--- src/rtl/sdp_x_x_mul_core_cfg_triosy_collect.sv ---
// sdp_x_x_mul_core_cfg_triosy_collect: epoch collector for the multiplier core cfg triosy handshakes
module sdp_x_x_mul_core_cfg_triosy_collect #(
  parameter int NCH = 4,
  parameter int CW  = 8
) (
  input  logic           nvdla_core_clk,
  input  logic           nvdla_core_rst,
  input  logic           core_wen,
  input  logic           core_wten,
  input  logic           req_vld,
  input  logic [NCH-1:0] req_mask,
  input  logic [NCH-1:0] biwt,
  input  logic [NCH-1:0] bdwt,
  output logic [NCH-1:0] bcwt,
  output logic [NCH-1:0] pend,
  output logic [NCH-1:0] lz,
  output logic           core_stall,
  output logic           epoch_done,
  output logic [CW-1:0]  epoch_cnt,
  output logic           req_ovf
);
  localparam logic [1:0] IDLE = 2'd0, COLLECT = 2'd1, FLUSH = 2'd2;
  logic [1:0]     state, state_nx;
  logic [NCH-1:0] mask_q, done, clr;
  logic           idle, collect, flush;
  assign idle       = state == IDLE;
  assign collect    = state == COLLECT;
  assign flush      = state == FLUSH;
  assign done       = bcwt | biwt;
  assign clr        = {NCH{flush}} & mask_q;
  assign core_stall = core_wten & ~idle;
  assign epoch_done = core_wen & flush;
  // an empty request skips COLLECT; the unused encoding falls back to IDLE
  always_comb begin
    state_nx = !core_wen ? state :
               idle      ? (req_vld ? (|req_mask ? COLLECT : FLUSH) : IDLE) :
               collect   ? (|(pend & ~done) ? COLLECT : FLUSH) : IDLE;
  end
  always_ff @(posedge nvdla_core_clk) begin
    if (nvdla_core_rst) begin
      state     <= IDLE;
      mask_q    <= '0;
      pend      <= '0;
      lz        <= '0;
      bcwt      <= '0;
      epoch_cnt <= '0;
      req_ovf   <= 1'b0;
    end else begin
      bcwt    <= done & ~bdwt & ~clr;
      req_ovf <= req_ovf | (req_vld & ~idle);
      state   <= state_nx;
      lz      <= (core_wen & collect) ? pend & done : '0;
      if (core_wen & idle & req_vld) begin
        mask_q <= req_mask;
        pend   <= req_mask;
      end
      if (core_wen & collect) pend <= pend & ~done;
      if (epoch_done) epoch_cnt <= epoch_cnt + 1'b1;
    end
  end
endmodule

--- config.mk ---
export PLATFORM = sky130hd
export DESIGN_NAME = sdp_x_x_mul_core_cfg_triosy_collect
export DESIGN_NICKNAME = d
export VERILOG_FILES = /design/src/rtl/sdp_x_x_mul_core_cfg_triosy_collect.sv
export SDC_FILE = /design/constraint.sdc
export NUM_CORES = 1
export LEC_CHECK = 0
export ABC_AREA = 1
export BUFFER_PORTS_ARGS = -buffer_cell sky130_fd_sc_hd__buf_2
export CAP_MARGIN = 15
export CORE_MARGIN = 1
export CORE_UTILIZATION = 53
export CTS_BUF_LIST = sky130_fd_sc_hd__clkbuf_16
export CTS_CLUSTER_SIZE = 28
export DETAILED_ROUTE_END_ITERATION = 6
export GPL_ROUTABILITY_DRIVEN = 0
export HOLD_SLACK_MARGIN = 0.03
export PLACE_DENSITY = 0.82
export SLEW_MARGIN = 5
export SYNTH_ARGS = -nofsm -noshare
export SYNTH_HDL_FRONTEND = slang
export SYNTH_SLANG_ARGS = --single-unit
export TNS_END_PERCENT = 50
--- constraint.sdc ---
create_clock -name nvdla_core_clk -period 2.3 [get_ports nvdla_core_clk]
set_clock_uncertainty 0.15 [all_clocks]
set_input_delay 0.345 -clock nvdla_core_clk [delete_from_list [all_inputs] [get_ports nvdla_core_clk]]
set_output_delay 0.345 -clock nvdla_core_clk [all_outputs]
set_load 0.03 [all_outputs]
Word-level counts from Yosys, hierarchy flattened:

Index checks and enable logic that the tools add are counted.

* memory bits (read-only): 0
* register bits after elaboration: 27
* output and inout bits: 23
* bits in latches: 0
* memories: 0
* RAM bits: 0

* muxes and demuxes: 7
* reduce and logical (&&, ||, !) cells: 5
* div/mod/pow operators: 0
* multiply operators: 0
* order comparisons: 0
* $add $sub $neg: 1
* bitwise operators: 18
* shift-type cells: 0
* eq/ne operators: 2

Operator list (count)
* $and 4x4->4: 5
* $not 4->4: 3
* $mux 2: 5
* $add 8x1->8 const B: 1
* $mux 4: 2
* $reduce_or 4->1: 2
* $and 1x1->1: 6
* $or 4x4->4: 1
* $eq 2x1->1 const B: 1
* $eq 2x2->1 const B: 1
* $logic_not 2->1: 1
* $not 1->1: 2
* $reduce_bool 2->1: 1
* $reduce_or 2->1: 1
* $or 1x1->1: 1

Depth between registers and ports, before layout:

* depth after elaboration: 7
* gate-level depth with buffers: 7
* depth with buffers taken out: 7

Worst setup path after synthesis:

No wires, ideal clock.

* path type: reg2reg
* from: reg epoch_cnt[1]
* to: reg epoch_cnt[4]
* setup time: 114 ps
* path slack: 853 ps
* data arrival time: 1183 ps
* stages on the path, launching flop included: 7
* cell sequence: dfxtp_1 > ha_1 > inv_1 > nor3_4 > nand2_1 > nand2_1 > nor2_1

* word-level cells in the longest chain between the ends: 1

RTL lines
* start, declared: RTL line 19 `output logic [CW-1:0] epoch_cnt,`
* start signal, assigned: RTL line 58 `if (epoch_done) epoch_cnt <= epoch_cnt + 1'b1;`
* $add 8x1->8: RTL line 58

Every way passes these cells.
A chain may end at the register's enable or synchronous reset.

Worst setup path in the final report:

* from: reg state[0]
* to: out epoch_done

* word-level cells in the longest chain between the ends: 2

RTL lines
* start, declared: RTL line 23 `logic [1:0] state, state_nx;`
* start signal, assigned: RTL line 51 `state <= state_nx;`
* $eq 2x2->1: RTL line 28 `assign flush = state == FLUSH;`
* $and 1x1->1: RTL line 32 `assign epoch_done = core_wen & flush;`
* end, declared: RTL line 18 `output logic epoch_done,`

Every way passes these cells.

==> out/results.ini <==
[grt]
overflow = 0
grtUsageTotal_pct = 22.05
antenna_found_initial = 0
grt_pass1_wl_microns = 4257
grt_max_degree = 18
grt_pass1_vias = 1006

[worst_setup_path]
r2r_setup_slack_ns = 0.92
ff2ff_path_depth = 6
crit_path_end_kind = output port
r2r-start = state[1]$_SDFFE_PP0P_
cp.arrival_ns = 1.33
critical_path.startpoint = state[0]$_SDFFE_PP0P_
r2r-end = pend[3]$_SDFFE_PP0P_
critPathRequiredTime_ns = 1.80
crit_fanout = 9
worstSetupPathType = register to output port
cp-endpoint = epoch_done
critPathLaunchType = register

[synthesis]
synth_area_leader_cell = dfxtp_1
synth_edf_count = 0
synth_area_leaders = dfxtp_1, nand2_1, nor2_1
syn-instance-count = 166
ys_types = 25
syn_area_sq_um = 1237
async_reset_ff_share_pct = 0
yosysMostFrequentCell = nand2_1
ys_ff_latch = 27
synth_fp_nets = 184
ys.flop_type = dfxtp_1
avgSynthCellArea_sq_um = 7.454
ys_warn_count = 0
ys_seq_area_share_pct = 43.68
synth.top_cell.area_share_pct = 43.68
synth_top_cells_by_count = nand2_1, dfxtp_1, nor2_1, inv_1, a21oi_1

[placement]
dp_cells = 230
portBuffers = 39
hpwl_microns = 2017
place_ws_ns = 0.7543

[timing]
worst_slack_ns = 0.4748
setup_viol = 0
fmax_mhz = 547.9
final_max_slew_viol_count = 0
finalHoldViolations = 0
fin_crit_sh_pct = 79.36
tightest_slew_ns = 0.3731
slew_headroom_pct = 75.12
fin_crit_ns = 1.825
tns_ns = 0
rsz0062_at_grt = false

[clock_network]
cts_buffers = 3
clock_sinks = 27
post_cts.repair.setup_buffers = 0
cts_max_level = 1
clock_path_buffers = 2
clockRootBuffer = clkbuf_16
cts-hold-fix-buffers = 0
clkTransAtPathRegs_ns = 0.07
cts_resized = 0
clk_latency_ns = 0.26
cts_tree = done

[floorplanning]
design.die.area_sq_um = 2532
ioPinCount = 40
die_w_microns = 50.32
core_sq_um = 2212
initial_core_util_pct = 55.94
fp-row-count = 17
die_h_microns = 50.32

[routing]
wl_microns = 2676
dr.pass1.iters = 4
via_count = 1187
routedWlPerCell_microns = 11.44
ant_nets = 0
viasPerCell = 5.073
drt_iter0_markers = 57
drc = 0

[status]
outcome = finished, final reports clean

[cells_and_area]
diodes = 0
nFillCells = 196
syn2layout_area_growth_pct = 23.26
nNetsFinal = 225
final_cells = 234
drive_gt1_share_pct = 27.67

[min_path]
min_path_type = input pin to register

[power_and_ir_drop]
power_uw = 995.7
vdd_drop_max_v = 0.0004301
p_leak_nw = 0.7322
power.density_nw_per_um2 = 652.8

[job]
maxCapViolCount = 0

-- worst max-delay path: stages (launching register included) --
cell and delay, ns:
dfxtp_1 0.35, inv_1 0.19, nand3_4 0.17, inv_1 0.14
buf_2 0.21
-- metal layers --
metal	GRT usage (%)	vias to the layer above	part of all wire, %	wire (microns)
met5	0	-	0	0
met4	8.333	0	0.52	14
met3	1.818	2	5.2	140
met2	36.89	35	48	1284
met1	29.38	536	46	1236
li1	-	614	-	-
-- logic make-up after synthesis --
group	share of synthesized area, %
and+or+nand+nor	35.19
AOI/OAI and AO/OA	12.23
DFF	43.68
buffers and inverters	7.886
adders and majority gates	1.011
-- report_power, final --
group	internal [mW]	leakage (nW)	switching, mW
clock network	0.234	0.0409	0.156
registers	0.482	0.219	0.0112
logic	0.0375	0.472	0.0755
-- through the flow --
stage               util, %  instance area (sq um)  hold slack, ns
floorplan                 -                   1237          0.2708
global placement      65.33                   1445          0.3033
detailed placement    65.33                   1445          0.2975
CTS                   68.95                   1525         0.08947
global route          68.95                   1525         0.08976
finish                68.95                   1525         0.09002
-- sequential cells by signal, indices dropped and copies added (netlist names) --
name,count
state,2
mask_q,4
req_ovf,1
pend,4
bcwt,4
lz,4
epoch_cnt,8
-- worst min path at each step --
stage	from	end	slack [ns]	cells past startpoint
finish	bdwt[2]	bcwt[2]$_SDFF_PP0_	0.09	2
global route	bdwt[2]	bcwt[2]$_SDFF_PP0_	0.09	2
CTS	bdwt[2]	bcwt[2]$_SDFF_PP0_	0.09	2
detailed placement	mask_q[1]$_SDFFE_PP0P_	bcwt[1]$_SDFF_PP0_	0.30	1
global placement	pend[2]$_SDFFE_PP0P_	lz[2]$_SDFF_PP0_	0.30	2
floorplan	mask_q[3]$_SDFFE_PP0P_	bcwt[3]$_SDFF_PP0_	0.27	1
-- layout make-up --
cell class | instances | area (sq um) | share of cell area [%]
clock buffer | 3 | 75.07 | 4.922
clock inverter | 1 | 5.005 | 0.3281
inverter | 20 | 75.07 | 4.922
tap | 28 | 35.03 | 2.297
multi-input combinational | 116 | 599.3 | 39.29
timing repair buffer | 39 | 195.2 | 12.80
sequential | 27 | 540.5 | 35.44
-- cells in the final DEF (no fill, tap or decap) --
master / netlist / layout
nor2_2: 1 / 1
nand3_4: 2 / 2
and3_2: 2 / 2
clkinv_2: 0 / 1
nand3_1: 8 / 8
buf_2: 1 / 39
a21oi_1: 14 / 14
ha_1: 1 / 1
o31ai_1: 1 / 1
o21bai_1: 1 / 1
nor4_1: 2 / 2
a31oi_1: 3 / 3
nand2_2: 1 / 1
o21ai_0: 5 / 5
nor2_1: 22 / 22
nor2_4: 2 / 2
inv_2: 3 / 3
o211ai_1: 3 / 3
nand2_1: 45 / 45
nor2_8: 1 / 1
clkbuf_16: 0 / 3
nand3_2: 1 / 1
inv_1: 17 / 17
dfxtp_1: 27 / 27
nor3_4: 1 / 1
(Power assumes the default switching activity.)
